[config.mk]
export PLATFORM = sky130hd
export DESIGN_NAME = oob_downstream_cntl_flat
export DESIGN_NICKNAME = d
export VERILOG_FILES = /design/src/rtl/oob_downstream_cntl_pkg.sv /design/src/rtl/oob_downstream_cntl_if.sv /design/src/rtl/oob_downstream_cntl_tag_alloc.sv /design/src/rtl/oob_downstream_cntl.sv /design/src/flat_wrapper.sv
export SDC_FILE = /design/constraint.sdc
export NUM_CORES = 1
export LEC_CHECK = 0
export CAP_MARGIN = 20
export CORE_AREA = 3 3 137 139
export DETAILED_ROUTE_END_ITERATION = 8
export DIE_AREA = 0 0 140 142
export GPL_ROUTABILITY_DRIVEN = 0
export PLACE_DENSITY = 0.53
export SYNTH_ARGS = -nofsm -noshare
export SYNTH_HDL_FRONTEND = slang
export SYNTH_SLANG_ARGS = --single-unit
[constraint.sdc]
create_clock -name clk -period 12.4 [get_ports clk]
set_input_delay 3.72 -clock clk [delete_from_list [all_inputs] [get_ports clk]]
set_output_delay 3.72 -clock clk [all_outputs]
set_load 0.01 [all_outputs]
[src/rtl/oob_downstream_cntl_pkg.sv]
// rtl/oob_downstream_cntl_pkg.sv - shared encodings and helpers for the OOB downstream controller
// Contents: beat delineator (cntl) codes, beat type codes, FSM states,
// header field positions, and a cntl helper used by the top.
package oob_downstream_cntl_pkg;

    // Beat delineator encodings
    localparam logic [1:0] CNTL_MOM     = 2'b00;
    localparam logic [1:0] CNTL_SOM     = 2'b01;
    localparam logic [1:0] CNTL_EOM     = 2'b10;
    localparam logic [1:0] CNTL_SOM_EOM = 2'b11;

    // Beat type encodings; NONE is the idle/reset value
    localparam logic [1:0] TYPE_NONE = 2'b00;
    localparam logic [1:0] TYPE_HDR  = 2'b01;
    localparam logic [1:0] TYPE_OPT  = 2'b10;

    typedef enum logic [1:0] {
        ST_IDLE = 2'd0,
        ST_HDR  = 2'd1,
        ST_OPT  = 2'd2
    } odc_state_t;

    // Header field positions inside the OOB data word
    localparam int HDR_MGR_LSB   = 24;
    localparam int HDR_NOPTS_LSB = 16;
    localparam int HDR_NOPTS_W   = 2;
    localparam int HDR_TAG_LSB   = 0;

    // Delineator for a beat given whether it opens and/or closes a packet
    function automatic logic [1:0] beat_cntl(input logic first, input logic last);
        case ({first, last})
            2'b11:   return CNTL_SOM_EOM;
            2'b10:   return CNTL_SOM;
            2'b01:   return CNTL_EOM;
            default: return CNTL_MOM;
        endcase
    endfunction

endpackage

[src/rtl/oob_downstream_cntl_if.sv]
// rtl/oob_downstream_cntl_if.sv - request and OOB beat channels of the downstream controller
// master: the controller (accepts WU requests, drives OOB beats).
// slave:  the environment (WU decoder plus stack-bus OOB sink).
interface oob_downstream_cntl_if #(
    parameter int OPT_PER_INST = 3,
    parameter int OPT_TYPE_W   = 8,
    parameter int OPT_VALUE_W  = 8,
    parameter int TAG_W        = 3,
    parameter int OOB_DATA_W   = 32
);
    // WU decoder request channel
    logic                                wud__odc__valid;
    logic                                odc__wud__ready;
    logic [1:0]                          wud__odc__num_opts;
    logic [OPT_PER_INST*OPT_TYPE_W-1:0]  wud__odc__option_type;
    logic [OPT_PER_INST*OPT_VALUE_W-1:0] wud__odc__option_value;
    logic [TAG_W-1:0]                    odc__wud__tag;

    // Stack-bus OOB downstream channel
    logic                                mgr__std__oob_valid;
    logic                                std__mgr__oob_ready;
    logic [1:0]                          mgr__std__oob_cntl;
    logic [1:0]                          mgr__std__oob_type;
    logic [OOB_DATA_W-1:0]               mgr__std__oob_data;

    modport master (
        input  wud__odc__valid, wud__odc__num_opts, wud__odc__option_type,
               wud__odc__option_value, std__mgr__oob_ready,
        output odc__wud__ready, odc__wud__tag, mgr__std__oob_valid,
               mgr__std__oob_cntl, mgr__std__oob_type, mgr__std__oob_data
    );

    modport slave (
        output wud__odc__valid, wud__odc__num_opts, wud__odc__option_type,
               wud__odc__option_value, std__mgr__oob_ready,
        input  odc__wud__ready, odc__wud__tag, mgr__std__oob_valid,
               mgr__std__oob_cntl, mgr__std__oob_type, mgr__std__oob_data
    );
endinterface

[src/rtl/oob_downstream_cntl_tag_alloc.sv]
// rtl/oob_downstream_cntl_tag_alloc.sv - tag busy bitmap, lowest-free allocator, release and error tracking
// Ports: alloc_en/alloc_tag (allocate lowest free tag), release_valid/release_tag,
// any_free/all_busy (combinational from bitmap), outstanding (registered popcount),
// tag_err (sticky release-of-free-tag flag).
module oob_downstream_cntl_tag_alloc #(
    parameter int TAG_W = 3
) (
    input  logic             clk,
    input  logic             reset_poweron,
    input  logic             alloc_en,
    input  logic             release_valid,
    input  logic [TAG_W-1:0] release_tag,
    output logic [TAG_W-1:0] alloc_tag,
    output logic             any_free,
    output logic             all_busy,
    output logic [TAG_W:0]   outstanding,
    output logic             tag_err
);
    localparam int TAG_N = 1 << TAG_W;

    logic [TAG_N-1:0] busy_q;
    logic [TAG_N-1:0] busy_d;
    logic [TAG_N-1:0] set_mask;
    logic [TAG_N-1:0] clr_mask;
    logic [TAG_W:0]   cnt_d;
    logic             rel_hit;

    // Lowest-index free tag: scan downward so the last hit wins
    always_comb begin
        alloc_tag = '0;
        for (int i = TAG_N - 1; i >= 0; i--) begin
            if (!busy_q[i]) alloc_tag = TAG_W'(i);
        end
    end

    assign any_free = ~&busy_q;
    assign all_busy = &busy_q;

    // A release is judged against the current bitmap only, so releasing the
    // tag being allocated this cycle counts as releasing a free tag.
    assign rel_hit = busy_q[release_tag];

    always_comb begin
        set_mask = '0;
        clr_mask = '0;
        if (alloc_en) set_mask[alloc_tag] = 1'b1;
        if (release_valid && rel_hit) clr_mask[release_tag] = 1'b1;
        busy_d = (busy_q & ~clr_mask) | set_mask;
    end

    always_comb begin
        cnt_d = '0;
        for (int i = 0; i < TAG_N; i++) begin
            cnt_d = cnt_d + {{TAG_W{1'b0}}, busy_d[i]};
        end
    end

    always_ff @(posedge clk) begin
        if (!reset_poweron) begin
            busy_q      <= '0;
            outstanding <= '0;
            tag_err     <= 1'b0;
        end else begin
            busy_q      <= busy_d;
            outstanding <= cnt_d;
            if (release_valid && !rel_hit) tag_err <= 1'b1;
        end
    end
endmodule

[src/rtl/oob_downstream_cntl.sv]
// rtl/oob_downstream_cntl.sv - serializes WU configuration requests into tagged OOB downstream packets
// Ports: clk, reset_poweron (sync, active-low), sys__mgr__mgrId,
// bus (request + OOB beat channels), rdp__odc__release_valid/_tag,
// odc__wuf__stall, odc__mcntl__outstanding, odc__sys__tag_err.
module oob_downstream_cntl
    import oob_downstream_cntl_pkg::*;
#(
    parameter int OPT_PER_INST = 3,
    parameter int OPT_TYPE_W   = 8,
    parameter int OPT_VALUE_W  = 8,
    parameter int TAG_W        = 3,
    parameter int MGR_ID_W     = 8,
    parameter int OOB_DATA_W   = 32
) (
    input  logic                clk,
    input  logic                reset_poweron,
    input  logic [MGR_ID_W-1:0] sys__mgr__mgrId,
    oob_downstream_cntl_if.master bus,
    input  logic                rdp__odc__release_valid,
    input  logic [TAG_W-1:0]    rdp__odc__release_tag,
    output logic                odc__wuf__stall,
    output logic [TAG_W:0]      odc__mcntl__outstanding,
    output logic                odc__sys__tag_err
);
    localparam int TYPES_W  = OPT_PER_INST * OPT_TYPE_W;
    localparam int VALUES_W = OPT_PER_INST * OPT_VALUE_W;

    odc_state_t state_q, state_n;
    logic [1:0] idx_q, idx_n;

    // Latched request
    logic [1:0]          nopts_q;
    logic [TYPES_W-1:0]  otype_q;
    logic [VALUES_W-1:0] ovalue_q;
    logic [TAG_W-1:0]    tag_q;

    // Request contents as they will be after this edge
    logic [1:0]          nopts_req, nopts_d;
    logic [TYPES_W-1:0]  otype_d;
    logic [VALUES_W-1:0] ovalue_d;
    logic [TAG_W-1:0]    tag_d;

    // Next registered beat
    logic                  valid_d;
    logic [1:0]            cntl_d;
    logic [1:0]            type_d;
    logic [OOB_DATA_W-1:0] data_d;

    logic             accept;
    logic             beat_done;
    logic             last_opt;
    logic             any_free;
    logic             all_busy;
    logic [TAG_W-1:0] alloc_tag;

    oob_downstream_cntl_tag_alloc #(
        .TAG_W(TAG_W)
    ) u_tag_alloc (
        .clk           (clk),
        .reset_poweron (reset_poweron),
        .alloc_en      (accept),
        .release_valid (rdp__odc__release_valid),
        .release_tag   (rdp__odc__release_tag),
        .alloc_tag     (alloc_tag),
        .any_free      (any_free),
        .all_busy      (all_busy),
        .outstanding   (odc__mcntl__outstanding),
        .tag_err       (odc__sys__tag_err)
    );

    assign bus.odc__wud__ready = (state_q == ST_IDLE) && any_free;
    assign odc__wuf__stall     = all_busy;
    assign bus.odc__wud__tag   = tag_q;

    assign accept    = bus.wud__odc__valid && bus.odc__wud__ready;
    assign beat_done = bus.mgr__std__oob_valid && bus.std__mgr__oob_ready;
    assign last_opt  = (idx_q == 2'(nopts_q - 2'd1));

    assign nopts_req = (32'(bus.wud__odc__num_opts) > OPT_PER_INST) ?
                       2'(OPT_PER_INST) : bus.wud__odc__num_opts;
    assign nopts_d   = accept ? nopts_req : nopts_q;
    assign otype_d   = accept ? bus.wud__odc__option_type  : otype_q;
    assign ovalue_d  = accept ? bus.wud__odc__option_value : ovalue_q;
    assign tag_d     = accept ? alloc_tag : tag_q;

    // State register
    always_ff @(posedge clk) begin
        if (!reset_poweron) begin
            state_q <= ST_IDLE;
            idx_q   <= '0;
        end else begin
            state_q <= state_n;
            idx_q   <= idx_n;
        end
    end

    // Next-state logic
    always_comb begin
        state_n = state_q;
        idx_n   = idx_q;
        case (state_q)
            ST_IDLE: begin
                if (accept) begin
                    state_n = ST_HDR;
                    idx_n   = '0;
                end
            end
            ST_HDR: begin
                if (beat_done) begin
                    if (nopts_q == 2'd0) begin
                        state_n = ST_IDLE;
                    end else begin
                        state_n = ST_OPT;
                        idx_n   = '0;
                    end
                end
            end
            ST_OPT: begin
                if (beat_done) begin
                    if (last_opt) state_n = ST_IDLE;
                    else          idx_n   = idx_q + 2'd1;
                end
            end
            default: state_n = ST_IDLE;
        endcase
    end

    // Output logic: build the beat that will be presented after this edge.
    // Because it depends only on next state/index and the latched request,
    // a stalled beat (ready low) recomputes to the same value.
    always_comb begin
        valid_d = 1'b0;
        cntl_d  = CNTL_MOM;
        type_d  = TYPE_NONE;
        data_d  = '0;
        case (state_n)
            ST_HDR: begin
                valid_d = 1'b1;
                type_d  = TYPE_HDR;
                cntl_d  = beat_cntl(1'b1, nopts_d == 2'd0);
                data_d[HDR_MGR_LSB +: MGR_ID_W]      = sys__mgr__mgrId;
                data_d[HDR_NOPTS_LSB +: HDR_NOPTS_W] = nopts_d;
                data_d[HDR_TAG_LSB +: TAG_W]         = tag_d;
            end
            ST_OPT: begin
                valid_d = 1'b1;
                type_d  = TYPE_OPT;
                cntl_d  = beat_cntl(1'b0, idx_n == 2'(nopts_d - 2'd1));
                data_d[0 +: OPT_VALUE_W] =
                    ovalue_d[int'(idx_n) * OPT_VALUE_W +: OPT_VALUE_W];
                data_d[OPT_VALUE_W +: OPT_TYPE_W] =
                    otype_d[int'(idx_n) * OPT_TYPE_W +: OPT_TYPE_W];
            end
            default: ;
        endcase
    end

    // Request latch
    always_ff @(posedge clk) begin
        if (!reset_poweron) begin
            nopts_q  <= '0;
            otype_q  <= '0;
            ovalue_q <= '0;
            tag_q    <= '0;
        end else begin
            nopts_q  <= nopts_d;
            otype_q  <= otype_d;
            ovalue_q <= ovalue_d;
            tag_q    <= tag_d;
        end
    end

    // Registered OOB beat
    always_ff @(posedge clk) begin
        if (!reset_poweron) begin
            bus.mgr__std__oob_valid <= 1'b0;
            bus.mgr__std__oob_cntl  <= '0;
            bus.mgr__std__oob_type  <= '0;
            bus.mgr__std__oob_data  <= '0;
        end else begin
            bus.mgr__std__oob_valid <= valid_d;
            bus.mgr__std__oob_cntl  <= cntl_d;
            bus.mgr__std__oob_type  <= type_d;
            bus.mgr__std__oob_data  <= data_d;
        end
    end
endmodule

[src/flat_wrapper.sv]
// flat-port wrapper written by rule: the top's interface ports become plain ports
module oob_downstream_cntl_flat import oob_downstream_cntl_pkg::*;
#(
    parameter int OPT_PER_INST = 3,
    parameter int OPT_TYPE_W   = 8,
    parameter int OPT_VALUE_W  = 8,
    parameter int TAG_W        = 3,
    parameter int MGR_ID_W     = 8,
    parameter int OOB_DATA_W   = 32
)
  (clk, reset_poweron, sys__mgr__mgrId, rdp__odc__release_valid, rdp__odc__release_tag, odc__wuf__stall, odc__mcntl__outstanding, odc__sys__tag_err, bus_wud__odc__valid, bus_wud__odc__num_opts, bus_wud__odc__option_type, bus_wud__odc__option_value, bus_std__mgr__oob_ready, bus_odc__wud__ready, bus_odc__wud__tag, bus_mgr__std__oob_valid, bus_mgr__std__oob_cntl, bus_mgr__std__oob_type, bus_mgr__std__oob_data);
  oob_downstream_cntl_if #(.OPT_PER_INST(OPT_PER_INST), .OPT_TYPE_W(OPT_TYPE_W), .OPT_VALUE_W(OPT_VALUE_W), .TAG_W(TAG_W), .OOB_DATA_W(OOB_DATA_W)) bus_i ();
  input  logic clk;
  input  logic reset_poweron;
  input  logic [MGR_ID_W-1:0] sys__mgr__mgrId;
  input  logic rdp__odc__release_valid;
  input  logic [TAG_W-1:0] rdp__odc__release_tag;
  output logic odc__wuf__stall;
  output logic [TAG_W:0] odc__mcntl__outstanding;
  output logic odc__sys__tag_err;
  input wire logic [$bits(bus_i.wud__odc__valid)-1:0] bus_wud__odc__valid;
  input wire logic [$bits(bus_i.wud__odc__num_opts)-1:0] bus_wud__odc__num_opts;
  input wire logic [$bits(bus_i.wud__odc__option_type)-1:0] bus_wud__odc__option_type;
  input wire logic [$bits(bus_i.wud__odc__option_value)-1:0] bus_wud__odc__option_value;
  input wire logic [$bits(bus_i.std__mgr__oob_ready)-1:0] bus_std__mgr__oob_ready;
  output wire logic [$bits(bus_i.odc__wud__ready)-1:0] bus_odc__wud__ready;
  output wire logic [$bits(bus_i.odc__wud__tag)-1:0] bus_odc__wud__tag;
  output wire logic [$bits(bus_i.mgr__std__oob_valid)-1:0] bus_mgr__std__oob_valid;
  output wire logic [$bits(bus_i.mgr__std__oob_cntl)-1:0] bus_mgr__std__oob_cntl;
  output wire logic [$bits(bus_i.mgr__std__oob_type)-1:0] bus_mgr__std__oob_type;
  output wire logic [$bits(bus_i.mgr__std__oob_data)-1:0] bus_mgr__std__oob_data;
  assign bus_i.wud__odc__valid = bus_wud__odc__valid;
  assign bus_i.wud__odc__num_opts = bus_wud__odc__num_opts;
  assign bus_i.wud__odc__option_type = bus_wud__odc__option_type;
  assign bus_i.wud__odc__option_value = bus_wud__odc__option_value;
  assign bus_i.std__mgr__oob_ready = bus_std__mgr__oob_ready;
  assign bus_odc__wud__ready = bus_i.odc__wud__ready;
  assign bus_odc__wud__tag = bus_i.odc__wud__tag;
  assign bus_mgr__std__oob_valid = bus_i.mgr__std__oob_valid;
  assign bus_mgr__std__oob_cntl = bus_i.mgr__std__oob_cntl;
  assign bus_mgr__std__oob_type = bus_i.mgr__std__oob_type;
  assign bus_mgr__std__oob_data = bus_i.mgr__std__oob_data;
  oob_downstream_cntl #(.OPT_PER_INST(OPT_PER_INST), .OPT_TYPE_W(OPT_TYPE_W), .OPT_VALUE_W(OPT_VALUE_W), .TAG_W(TAG_W), .MGR_ID_W(MGR_ID_W), .OOB_DATA_W(OOB_DATA_W)) u_core (.clk(clk), .reset_poweron(reset_poweron), .sys__mgr__mgrId(sys__mgr__mgrId), .bus(bus_i), .rdp__odc__release_valid(rdp__odc__release_valid), .rdp__odc__release_tag(rdp__odc__release_tag), .odc__wuf__stall(odc__wuf__stall), .odc__mcntl__outstanding(odc__mcntl__outstanding), .odc__sys__tag_err(odc__sys__tag_err));
endmodule
==> impl_metrics.tcl <==
set metrics [dict create \
    status "finished clean" \
    slew_headroom_pct 49.9 \
    synth_area_um2 4410 \
    antenna_cells 0 \
    grt_max_degree 63 \
    worst_clock_skew_ns 0.00888 \
    cellLeakagePower_nw 2.52 \
    dp.cells 770 \
    post-route-period-util_pct 61.0 \
    cp-end-kind "flip-flop" \
    overflow 0 \
    ctsLongestPathBuffers 2 \
    async_reset_ff_share_pct 0 \
    antenna_found_initial 0 \
    finalMaxSlewViolations 0 \
    cts_resized 0 \
    hold_violations 0 \
    synth_edf_count 0 \
    p_total_mw 0.759 \
    wl_per_cell_um 15.3 \
    layout_commonest_cell "clkdlybuf4s50_1" \
    core_um2 17800 \
    final_antenna_net_count 0 \
    worstHoldStart "u_core.u_tag_alloc.tag_err" \
    tightestPinTransition_ns 0.751 \
    cts_tree "yes" \
    reg2reg_from "u_core.u_tag_alloc.busy_q[2]" \
    initial_core_util_pct 24.8 \
    cts.sinks 100 \
    setup_slack_ns 4.84 \
    cts_made_buffers 9 \
    io_pins 113 \
    clkLatencyLatePin_ns 0.36 \
    die_w_um 140 \
    num-fill-cells 1816 \
    place_area_um2 5590 \
    die-area_um2 19900 \
    cts_root_buffer "clkbuf_16" \
    chipHeight_um 142 \
    cp.required_ns 12.62 \
    max_freq_mhz 132 \
    area.growth.synth_to_final_pct 34.3 \
    critPathKind "input port to flip-flop" \
    io_buffers 106 \
    hold_class "flip-flop to flip-flop" \
    crit_start "rdp__odc__release_tag[1]" \
    seq_area_frac_synth_pct 45.4 \
    multiInputGateArea_um2 2170 \
    vias 3590 \
    postCtsSetupRepairBufs 0 \
    dr.pass1.iters 4 \
    preCtsSetupSlack_ns 4.44 \
    period_minus_slack_ns 7.56 \
    synth.distinct_cells 50 \
    crit_fanout 10 \
    syn_avg_cell_area_um2 9.54 \
    grt_usage_pct 12.5 \
    fin_cells 786 \
    vias_per_cell 4.57 \
    layout_common_cells "106 x clkdlybuf4s50_1, 100 x dfxtp_1, 75 x nor2_1, 54 x mux2i_1, 42 x nor3_1" \
    hpwl_mm 8.66 \
    drive_gt1_share_pct 6.64 \
    synth_ff_type "dfxtp_1" \
    maxCapViolations 0 \
    clkSlewWorstSetupHoldPaths_ns 0.07 \
    grt_pass1_wl_mm 19.7 \
    rows 49 \
    setup_viol 0 \
    design_area_um2 5920 \
    htree_levels 3 \
    cts_hold_buf 0 \
    yosys_warnings 0 \
    synthCells 462 \
    power_density_nw_per_um2 128 \
    ir_drop_uv 68.8 \
    routed_wl_mm 12.0 \
    grt_pass1_vias 3810 \
    arrival_ns 7.78 \
    drc_errors 0 \
    tns_ns 0 \
    nets 630 \
    drtIter0Drc 234 \
    rsz0062_at_grt "false" \
    critPathLaunchType "input port" \
    synth_seq_cells 100 \
    seq_area_um2 2000 \
]
-- power breakdown --
group | switching [mW] | internal [mW]
combinational | 0.0513 | 0.0536
clock | 0.131 | 0.179
sequential | 0.00685 | 0.337
-- area by class of cell --
| cell class | instances | share of cell area, % |
|---|---|---|
| sequential | 100 | 33.8 |
| tap | 229 | 4.84 |
| clock inverter | 6 | 1.63 |
| clock buffer | 10 | 3.87 |
| inverter | 14 | 0.888 |
| multi-input combinational | 318 | 36.6 |
| timing repair buffer | 109 | 18.3 |
-- logic make-up after synthesis --
group / Yosys count / synth area share, %
buffers and inverters: 49 / 6.08
flip-flops: 100 / 45.4
multiplexers: 55 / 12.5
AND/OR/NAND/NOR: 178 / 20.0
other: 1 / 0.0851
XOR/XNOR: 5 / 1.16
AO/OA/AOI/OAI: 62 / 10.6
adder cells (fa/ha/maj): 12 / 4.09
-- path summary, 6_finish.rpt --
path | endpoint | cells after the start | slack [ns]
hold / removal | u_core.u_tag_alloc.tag_err | 2 | 0.49
setup reg to reg | u_core.u_tag_alloc.outstanding[2] | 14 | 8.39
setup / recovery | u_core.u_tag_alloc.outstanding[2] | 15 | 4.84
hold reg to reg | u_core.u_tag_alloc.tag_err | 2 | 0.49
-- synthesized netlist by cell type, drive strengths merged (2+ instances only) --
library cell | count | area share, %
nor3b | 2 | 0.60
o31ai | 2 | 0.77
inv | 14 | 1.2
ha | 8 | 2.3
and2 | 13 | 1.8
clkbuf | 12 | 1.1
fa | 4 | 1.8
o21ai | 9 | 1.0
nor3 | 43 | 5.0
nand2 | 16 | 1.5
a31oi | 8 | 1.4
dfxtp | 100 | 45
a31o | 2 | 0.60
buf | 23 | 3.8
mux2i | 54 | 12
nand3 | 10 | 1.4
nand4 | 4 | 0.71
nor2 | 76 | 6.8
and3 | 10 | 1.5
a22oi | 4 | 0.68
o22ai | 2 | 0.28
nor2b | 3 | 0.48
a21oi | 17 | 1.9
o311a | 13 | 3.0
xnor2 | 4 | 0.79
-- sequential cells by signal, indices dropped and copies added, names as in the netlist --
register / cells
u_core.bus.mgr__std__oob_data: 26
u_core.otype_q: 24
u_core.ovalue_q: 24
u_core.u_tag_alloc.busy_q: 8
u_core.u_tag_alloc.outstanding: 4
u_core.bus.odc__wud__tag: 3
u_core.bus.mgr__std__oob_cntl: 2
u_core.idx_q: 2
u_core.nopts_q: 2
u_core.state_q: 2
u_core.bus.mgr__std__oob_type: 1
u_core.bus.mgr__std__oob_valid: 1
u_core.u_tag_alloc.tag_err: 1
-- per-stage QoR --
| step | hold WS [ns] | util (%) |
|---|---|---|
| floorplan | 0.455 | - |
| global placement | 0.471 | 31.4 |
| detailed placement | 0.464 | 31.4 |
| CTS | 0.497 | 33.3 |
| global route | 0.503 | 33.3 |
| finish | 0.488 | 33.3 |
-- worst max-delay path: stages --
cell             delay [ns]
clkdlybuf4s50_1        0.69
mux2i_1                0.12
o21ai_0                0.26
nand2_1                0.12
a21oi_1                0.30
a31oi_1                0.19
fa_1                   0.53
inv_1                  0.05
fa_1                   0.44
fa_1                   0.50
inv_1                  0.05
ha_1                   0.21
fa_1                   0.39
xnor2_1                0.16
nor2_1                 0.05
-- routing by layer --
layer / up-vias / share of wire, % / GRT usage [%]
met5: - / 0 / 0
met4: 0 / 1.7 / 4.54
met3: 19 / 8.3 / 5.04
met2: 120 / 47 / 20.6
met1: 1672 / 43 / 14.8
li1: 1779 / - / -
Note: power is estimated with default switching activity, not from simulation.
